`src/rtl/mem_wb_pkg.sv`:
```
// Shared types and constants for the MEM/WB stage: FSM states, writeback selects, funct3 codes.
package mem_wb_pkg;

    typedef enum logic [1:0] {
        IDLE = 2'd0,
        REQ  = 2'd1,
        WAIT = 2'd2,
        WB   = 2'd3
    } state_t;

    localparam logic [1:0] WB_ALU = 2'd0;
    localparam logic [1:0] WB_MEM = 2'd1;
    localparam logic [1:0] WB_PC4 = 2'd2;

    localparam logic [2:0] F3_B  = 3'b000;
    localparam logic [2:0] F3_H  = 3'b001;
    localparam logic [2:0] F3_W  = 3'b010;
    localparam logic [2:0] F3_BU = 3'b100;
    localparam logic [2:0] F3_HU = 3'b101;

    // True when funct3 names a legal access width and the byte offset suits it.
    function automatic logic access_ok(input logic [2:0] funct3, input logic [1:0] off);
        case (funct3)
            F3_B, F3_BU: access_ok = 1'b1;
            F3_H, F3_HU: access_ok = (off[0] == 1'b0);
            F3_W:        access_ok = (off == 2'b00);
            default:     access_ok = 1'b0;
        endcase
    endfunction

endpackage

```
`src/rtl/load_align.sv`:
```
// Picks the addressed byte/half out of a raw load word and sign- or zero-extends it.
module load_align
    import mem_wb_pkg::*;
(
    input  logic [31:0] rdata,
    input  logic [1:0]  off,
    input  logic [2:0]  funct3,
    output logic [31:0] data
);

    logic [31:0]        shifted;
    logic signed [7:0]  byte_s;
    logic signed [15:0] half_s;

    assign shifted = rdata >> {off, 3'b000};
    assign byte_s  = shifted[7:0];
    assign half_s  = shifted[15:0];

    always_comb begin
        case (funct3)
            F3_B:    data = {{24{byte_s[7]}}, byte_s};
            F3_H:    data = {{16{half_s[15]}}, half_s};
            F3_BU:   data = {24'd0, shifted[7:0]};
            F3_HU:   data = {16'd0, shifted[15:0]};
            default: data = rdata;
        endcase
    end

endmodule

```
`src/rtl/mem_writeback_unit.sv`:
```
// MEM/WB stage: performs one data-memory access per retiring instruction and
// pulses the register file write port, retire and fault for a single cycle.
module mem_writeback_unit
    import mem_wb_pkg::*;
#(
    parameter int TIMEOUT_CYCLES = 0,
    parameter int CNT_W          = 8
) (
    input  logic        clk,
    input  logic        reset,
    input  logic        in_valid,
    output logic        in_ready,
    input  logic [4:0]  in_rd,
    input  logic        in_reg_write,
    input  logic        in_mem_read,
    input  logic        in_mem_write,
    input  logic [2:0]  in_funct3,
    input  logic [1:0]  in_wb_sel,
    input  logic [31:0] in_alu_result,
    input  logic [31:0] in_store_data,
    input  logic [31:0] in_pc_plus4,
    output logic        mem_req_valid,
    input  logic        mem_req_ready,
    output logic        mem_req_we,
    output logic [31:0] mem_req_addr,
    output logic [31:0] mem_req_wdata,
    output logic [3:0]  mem_req_wstrb,
    input  logic        mem_resp_valid,
    input  logic [31:0] mem_resp_rdata,
    output logic [4:0]  rd,
    output logic [31:0] rd_din,
    output logic        write_enable,
    output logic        retire,
    output logic        fault
);

    // Counter value seen in the last permitted WAIT cycle.
    localparam logic [CNT_W-1:0] TO_LAST =
        (TIMEOUT_CYCLES > 0) ? CNT_W'(TIMEOUT_CYCLES - 1) : '0;

    state_t           state;
    logic [4:0]       rd_q;
    logic             reg_write_q, mem_read_q, mem_write_q, fault_q;
    logic [2:0]       funct3_q;
    logic [1:0]       wb_sel_q;
    logic [31:0]      alu_q, store_q, pc4_q, load_q;
    logic [CNT_W-1:0] cnt_q;

    logic             accept, in_is_mem, in_fault;
    logic             in_req, in_wb;
    logic [31:0]      load_word, wb_value;

    assign accept    = in_valid && (state == IDLE);
    assign in_is_mem = in_mem_read || in_mem_write;
    assign in_fault  = in_is_mem && !access_ok(in_funct3, in_alu_result[1:0]);

    load_align u_load_align (
        .rdata  (mem_resp_rdata),
        .off    (alu_q[1:0]),
        .funct3 (funct3_q),
        .data   (load_word)
    );

    always_ff @(posedge clk or negedge reset) begin
        if (!reset) begin
            state       <= IDLE;
            rd_q        <= '0;
            reg_write_q <= 1'b0;
            mem_read_q  <= 1'b0;
            mem_write_q <= 1'b0;
            fault_q     <= 1'b0;
            funct3_q    <= '0;
            wb_sel_q    <= '0;
            alu_q       <= '0;
            store_q     <= '0;
            pc4_q       <= '0;
            load_q      <= '0;
            cnt_q       <= '0;
        end else begin
            case (state)
                IDLE: if (accept) begin
                    rd_q        <= in_rd;
                    reg_write_q <= in_reg_write;
                    mem_read_q  <= in_mem_read;
                    mem_write_q <= in_mem_write;
                    fault_q     <= in_fault;
                    funct3_q    <= in_funct3;
                    wb_sel_q    <= in_wb_sel;
                    alu_q       <= in_alu_result;
                    store_q     <= in_store_data;
                    pc4_q       <= in_pc_plus4;
                    state       <= (in_is_mem && !in_fault) ? REQ : WB;
                end
                REQ: if (mem_req_ready) begin
                    if (mem_read_q) begin
                        state <= WAIT;
                        cnt_q <= '0;
                    end else begin
                        state <= WB;
                    end
                end
                // A response in the final permitted cycle wins over the timeout.
                WAIT: begin
                    if (mem_resp_valid) begin
                        load_q <= load_word;
                        state  <= WB;
                    end else if (TIMEOUT_CYCLES > 0 && cnt_q == TO_LAST) begin
                        fault_q <= 1'b1;
                        state   <= WB;
                    end else begin
                        cnt_q <= cnt_q + 1'b1;
                    end
                end
                default: state <= IDLE;
            endcase
        end
    end

    assign in_ready      = (state == IDLE);
    assign in_req        = (state == REQ);
    assign in_wb         = (state == WB);

    assign mem_req_valid = in_req;
    assign mem_req_we    = in_req && mem_write_q;
    assign mem_req_addr  = in_req ? {alu_q[31:2], 2'b00} : 32'd0;

    always_comb begin
        mem_req_wdata = '0;
        mem_req_wstrb = '0;
        if (in_req && mem_write_q) begin
            case (funct3_q)
                F3_B: begin
                    mem_req_wdata = {4{store_q[7:0]}};
                    mem_req_wstrb = 4'b0001 << alu_q[1:0];
                end
                F3_H: begin
                    mem_req_wdata = {2{store_q[15:0]}};
                    mem_req_wstrb = 4'b0011 << alu_q[1:0];
                end
                default: begin
                    mem_req_wdata = store_q;
                    mem_req_wstrb = 4'b1111;
                end
            endcase
        end
    end

    always_comb begin
        case (wb_sel_q)
            WB_MEM:  wb_value = load_q;
            WB_PC4:  wb_value = pc4_q;
            default: wb_value = alu_q;
        endcase
    end

    assign rd           = in_wb ? rd_q : 5'd0;
    assign rd_din       = in_wb ? wb_value : 32'd0;
    assign write_enable = in_wb && reg_write_q && (rd_q != 5'd0) && !fault_q;
    assign retire       = in_wb;
    assign fault        = in_wb && fault_q;

endmodule

```
`config.mk`:
```
export PLATFORM = sky130hd
export DESIGN_NAME = mem_writeback_unit
export DESIGN_NICKNAME = d
export VERILOG_FILES = /design/src/rtl/mem_wb_pkg.sv /design/src/rtl/load_align.sv /design/src/rtl/mem_writeback_unit.sv
export SDC_FILE = /design/constraint.sdc
export NUM_CORES = 1
export LEC_CHECK = 0
export BUFFER_PORTS_ARGS = -buffer_cell sky130_fd_sc_hd__buf_2
export CAP_MARGIN = 25
export CORE_MARGIN = 2
export CORE_UTILIZATION = 40
export CTS_CLUSTER_SIZE = 24
export DETAILED_ROUTE_END_ITERATION = 8
export PLACE_DENSITY = 0.65
export SYNTH_ARGS = -nofsm -noshare
export SYNTH_HDL_FRONTEND = slang
export SYNTH_SLANG_ARGS = --single-unit
```
`constraint.sdc`:
```
create_clock -name clk -period 2.1 [get_ports clk]
set_input_delay 0.42 -clock clk [delete_from_list [all_inputs] [get_ports clk]]
set_output_delay 0.42 -clock clk [all_outputs]
set_load 0.02 [all_outputs]
```
---- Word-level counts from Yosys, hierarchy flattened ----
Index checks and enable logic that the tools add are counted.
storage, ports and cells
  register bits after elaboration ......... 144
  output and inout port bits .............. 111
cells by class
  eq/ne operators ......................... 15
  shifts and indexed selects .............. 3
  muxes and demuxes ....................... 16
  bitwise logic cells ..................... 1
  reductions and logical operators ........ 22
operators with widths
  cell                                                                    number
  32-bit one-hot mux with 2 select lines                                  2
  32-bit one-hot mux with 4 select lines                                  1
  32-bit two-way mux                                                      3
  32-bit by 5-bit >> shifter with 16-bit output                           1
  3-bit equality test (second input constant)                             4
  1-bit logical AND                                                       8
  2-bit two-way mux                                                       4
  4-bit one-hot mux with 2 select lines                                   1
  2-bit equality test (second input constant)                             3
  3-bit by 1-bit equality test with 1-bit output (second input constant)  2
  3-bit zero test                                                         2
  2-bit one-hot mux with 3 select lines                                   1
  5-bit two-way mux                                                       1
  5-bit nonzero test                                                      1
  2-bit by 1-bit equality test with 1-bit output (second input constant)  2
  2-bit zero test                                                         2
  4-bit two-way mux                                                       1
  2-bit != test (second input constant)                                   2
  2-bit AND reduction                                                     2
  2-bit OR reduction                                                      2
  1-bit by 2-bit left shift with 4-bit output (first input constant)      1
  2-bit by 2-bit left shift with 4-bit output (first input constant)      1
  3-bit by 2-bit equality test with 1-bit output (second input constant)  1
  1-bit zero test                                                         3
  6 further kinds                                                         6

---- Depth between registers and ports, before layout ----
  depth in word-level cells ............... 10
  depth in mapped cells ................... 7
  gate-level depth less buffers ........... 6

---- Cells and area by module ----
A second synthesis with hierarchy kept.
second synthesis, totals
  cell total of the unflattened synthesis .. 732
  area, all modules ....................... 7767.4 µm²
modules (own cells, without submodules)
  module              instances  cells an instance  area each (µm²)  seq. area each (µm²)
  mem_writeback_unit  1          626                7075.5           3603.5
  load_align          1          106                691.9            0.0

---- Worst setup path before layout ----
Ideal clock, no wire load.
  kind .................................... register to output
  from .................................... reg state[1]
  to ...................................... out mem_req_wdata[10]
  arrival ................................. 1.663 ns
  path slack .............................. 0.017 ns
  cell stages (with the launch flop) ...... 7
  path buffers ............................ 2
  cells stage by stage .................... dfrtp_1 > inv_1 > ha_1 > nand2_1 > clkbuf_1 > clkbuf_1 > a21oi_1
between the ends
  cells in the longest elaborated chain, start to end .. 3
RTL lines
  item                                            line                       source
  from (decl)                                     mem_writeback_unit.sv:41   state_t state;
  from (signal assigned)                          mem_writeback_unit.sv:92   state <= (in_is_mem && !in_fault) ? REQ : WB;
  2-bit by 1-bit equality test with 1-bit output  n/a
  via mem_req_valid                               mem_writeback_unit.sv:22   output logic mem_req_valid,
  1-bit logical AND                               mem_writeback_unit.sv:130  if (in_req && mem_write_q) begin
  32-bit two-way mux                              mem_writeback_unit.sv:130
  to (decl)                                       mem_writeback_unit.sv:26   output logic [31:0] mem_req_wdata,
The timed path passes the listed nets, and every way through them passes these cells.

---- Final worst setup path ----
  from .................................... reg wb_sel_q[0]
  to ...................................... out rd_din[26]
between the ends
  cells in the longest elaborated chain, start to end .. 3
RTL lines
  item                                                                                   line                       source
  from (decl)                                                                            mem_writeback_unit.sv:45   logic [1:0] wb_sel_q;
  from (signal assigned)                                                                 mem_writeback_unit.sv:88   wb_sel_q <= in_wb_sel;
  2-bit equality test or 2-bit by 1-bit equality test with 1-bit output (tied branches)  mem_writeback_unit.sv:149  case (wb_sel_q)
  32-bit one-hot mux with 2 select lines (*)                                             mem_writeback_unit.sv:149
  32-bit two-way mux (*)                                                                 mem_writeback_unit.sv:157  assign rd_din = in_wb ? wb_value : 32'd0;
  to (decl)                                                                              mem_writeback_unit.sv:31   output logic [31:0] rd_din,
Every way passes the cells marked *; elsewhere a longest branch is shown, timed or not.

==> results.json <==
{
  "rsz0062_at_grt": "true",
  "grt_pass1_wl_um": 37300,
  "core_um2": 18800,
  "grt_max_degree": 58,
  "drtIter0Drc": 340,
  "syn_to_final_growth_pct": 50.2,
  "avgSynthCellArea_um2": 10.2,
  "synthCells": 757,
  "clockRootBuffer": "clkbuf_16",
  "wl_um": 26100,
  "sequentialPowerShare": 0.269,
  "final_nets": 1199,
  "htree_levels": 4,
  "cts_buffers": 17,
  "setup_ws_ps": -232,
  "clk_path_buf_depth": 2,
  "hold_class": "input pin to flop",
  "vdd_drop_max_mv": 0.780,
  "hold_ws_ps": 215,
  "relSlewSlack": 0.631,
  "yosys-top-cells-area": "dfrtp_1 47%, mux2_2 16%, and2_1 5.6%",
  "clkTransAtPathRegs_ps": 60,
  "yosysWarnings": 0,
  "yosysSeqAreaShare": 0.468,
  "p_leak_nw": 5.32,
  "vias_per_cell": 5.42,
  "synth_top_area_cell": "dfrtp_1",
  "grt_antenna_before_repair": 5,
  "routedWlPerCell_um": 20.2,
  "die-area_um2": 20400,
  "setup_viol_count_final": 58,
  "synthAdderAreaFrac": 0.00976,
  "power_switching_mw": 8.44,
  "criticalPathCategory": "flop to output pin",
  "synth-seq-cells": 144,
  "final_cell_area_um2": 11600,
  "status": "finished with violations",
  "vias": 7035,
  "pin_count": 257,
  "drive_gt1_frac": 0.545,
  "fmax_mhz": 429,
  "yosys.area_share.simple": 0.132,
  "postRouteAntennaNets": 0,
  "combPwrFrac": 0.578,
  "fp.dieH_um": 143,
  "row_count": 50,
  "maxSlewViolCount": 0,
  "globalRouteOverflowTotal": 0,
  "fin_crit_sh": 1.11,
  "final_cell_mix": "194 x buf_2, 139 x dfrtp_1, 109 x mux2_2, 69 x and2_1, 62 x nand2_1",
  "synth_cell_types": 41,
  "endpoint_kind": "output pin",
  "synth_area_um2": 7690,
  "cts_tree": "done",
  "drt_first_pass_iters": 5,
  "synth_compound_area_frac": 0.152,
  "grt_pass1_vias": 6760,
  "muxShareOfSynthArea": 0.196,
  "tightest_slew_ps": 551,
  "clkPwrFrac": 0.153,
  "fin_crit_ps": 2330,
  "synth_xor_area_frac": 0,
  "synth_top_cell_area_share": 0.468,
  "place_hpwl_um": 16400,
  "port_buffers": 254,
  "critPathRequiredTime_ps": 1680,
  "r2r_cells": 6,
  "cap_violations": 0,
  "initial_core_util": 0.410,
  "violations": "setup timing",
  "crit_fanout": 7,
  "internal_power_mw": 12.0,
  "die_x_um": 143,
  "setup-tns-final_ps": -6680,
  "clock_latency_ps": 430,
  "clock-sinks": 144,
  "max_stage_delay_ps": 410,
  "critical_path.startpoint_type": "flop",
  "grtUsageTotal": 0.238,
  "p_sw_frac": 0.412,
  "fin_skew_ps": 12.8,
  "synth_top_family_by_area": "multiplexers",
  "power.density_nw_per_um2": 1770,
  "holdPathStages": 2,
  "slowest_stage": "dfrtp_1",
  "path_cells": "buf_6 -> ha_4 -> clkbuf_16 -> a22oi_1 -> o21ai_0 -> and2_1 -> buf_4",
  "hold_viol_final": 0,
  "drc": 0,
  "layout_commonest_cell": "buf_2",
  "gp_congestion": 0.803,
  "crit_arrival_ps": 1910,
  "dpl_cell_area_um2": 9380
}
-- layer usage --
layer  part of all wire  wire [µm]  global-route usage
met5            0.00077         20                   0
met4              0.015        388              0.0709
met3              0.067       1740              0.0610
met2               0.50      12900               0.386
met1               0.42      11000               0.315
-- repair_timing --
item,CTS,global route
hold endpoints to repair,35,0
setup endpoints to repair,90,96
buffers inserted,11,18
resized for setup,102,192
pin swaps,5,39
cloned,7,12
hold buffers,1,0
-- through the flow --
step	setup slack [ps]	total power [mW]	util	cells
2_1_floorplan	17.4	10.8	-	758
3_3_place_gp	197	13.3	0.500	1216
3_5_place_dp	155	13.5	0.500	1216
4_1_cts	-206	18.2	0.566	1267
5_1_grt	-279	21.6	0.615	1294
6_report	-232	20.5	0.616	1297
-- cell families after synthesis --
family          Yosys count
mux                     136
fa+ha+maj                 6
simple gates            207
buf+inv                  73
compound gates          190
flops                   144
other cells               1
-- power groups by stage --
stage | clock (mW) | combinational (mW) | sequential (mW)
floorplan | 0 | 5.89 | 4.87
global placement | 0 | 8.06 | 5.25
detailed placement | 0 | 8.19 | 5.30
CTS | 3.17 | 9.64 | 5.37
global route | 3.29 | 12.7 | 5.66
finish | 3.13 | 11.8 | 5.50
-- critical path, delay by kind of cell, from the launching register on --
family	cells	cell delay (ps)
flip-flops	1	410
AND/OR/NAND/NOR	1	160
adder cells (fa/ha/maj)	1	200
AO/OA/AOI/OAI	2	240
buffers and inverters	3	470
-- final timing paths --
| kind | startpoint | end | slack [ps] |
|---|---|---|---|
| setup / recovery | wb_sel_q[0] | rd_din[26] | -230 |
| hold / removal | in_store_data[22] | store_q[22] | 210 |
| setup reg to reg | state[0] | alu_q[15] | 210 |
| hold reg to reg | reg_write_q | reg_write_q | 510 |
| max in group asynchronous | reset | load_q[8] | 980 |
| min in group asynchronous | reset | alu_q[27] | 460 |
-- cells in the mapped netlist --
master	number
a211oi_1	10
a21o_1	1
a21oi_1	37
a21oi_2	7
a22oi_1	34
a2bb2oi_1	6
a31oi_1	1
and2_1	69
and2b_4	1
and3_1	8
buf_1	4
buf_2	14
buf_4	4
buf_6	1
clkbuf_1	41
conb_1	1
dfrtp_1	144
ha_1	6
inv_1	9
mux2_2	109
mux2i_1	26
mux4_2	1
nand2_1	79
nand2b_1	3
nand3b_1	2
nand4_1	1
nor2_1	36
nor2_2	1
nor2b_1	2
nor3_1	1
nor3_2	1
nor4_1	1
o211ai_1	1
o21ai_0	68
o21bai_1	1
o221ai_1	2
o22ai_1	14
o2bb2ai_1	6
o31ai_1	2
or2_2	1
or4_1	1
-- cell type report --
type | count | area (µm²)
Fill cell | 1513 | 7210
Multi-Input combinational cell | 544 | 4350
Sequential cell | 144 | 3610
Timing Repair Buffer | 331 | 2670
Clock buffer | 20 | 437
Tap cell | 234 | 293
Clock inverter | 12 | 158
Inverter | 9 | 33.8
Antenna cell | 3 | 7.51
-- sequential cells by signal, summed over array words and instances (netlist names), 2 cells and up --
name      flops
alu_q        32
load_q       32
pc4_q        32
store_q      32
rd_q          5
funct3_q      3
state         2
wb_sel_q      2
Note: power is estimated with default switching activity, not from simulation.
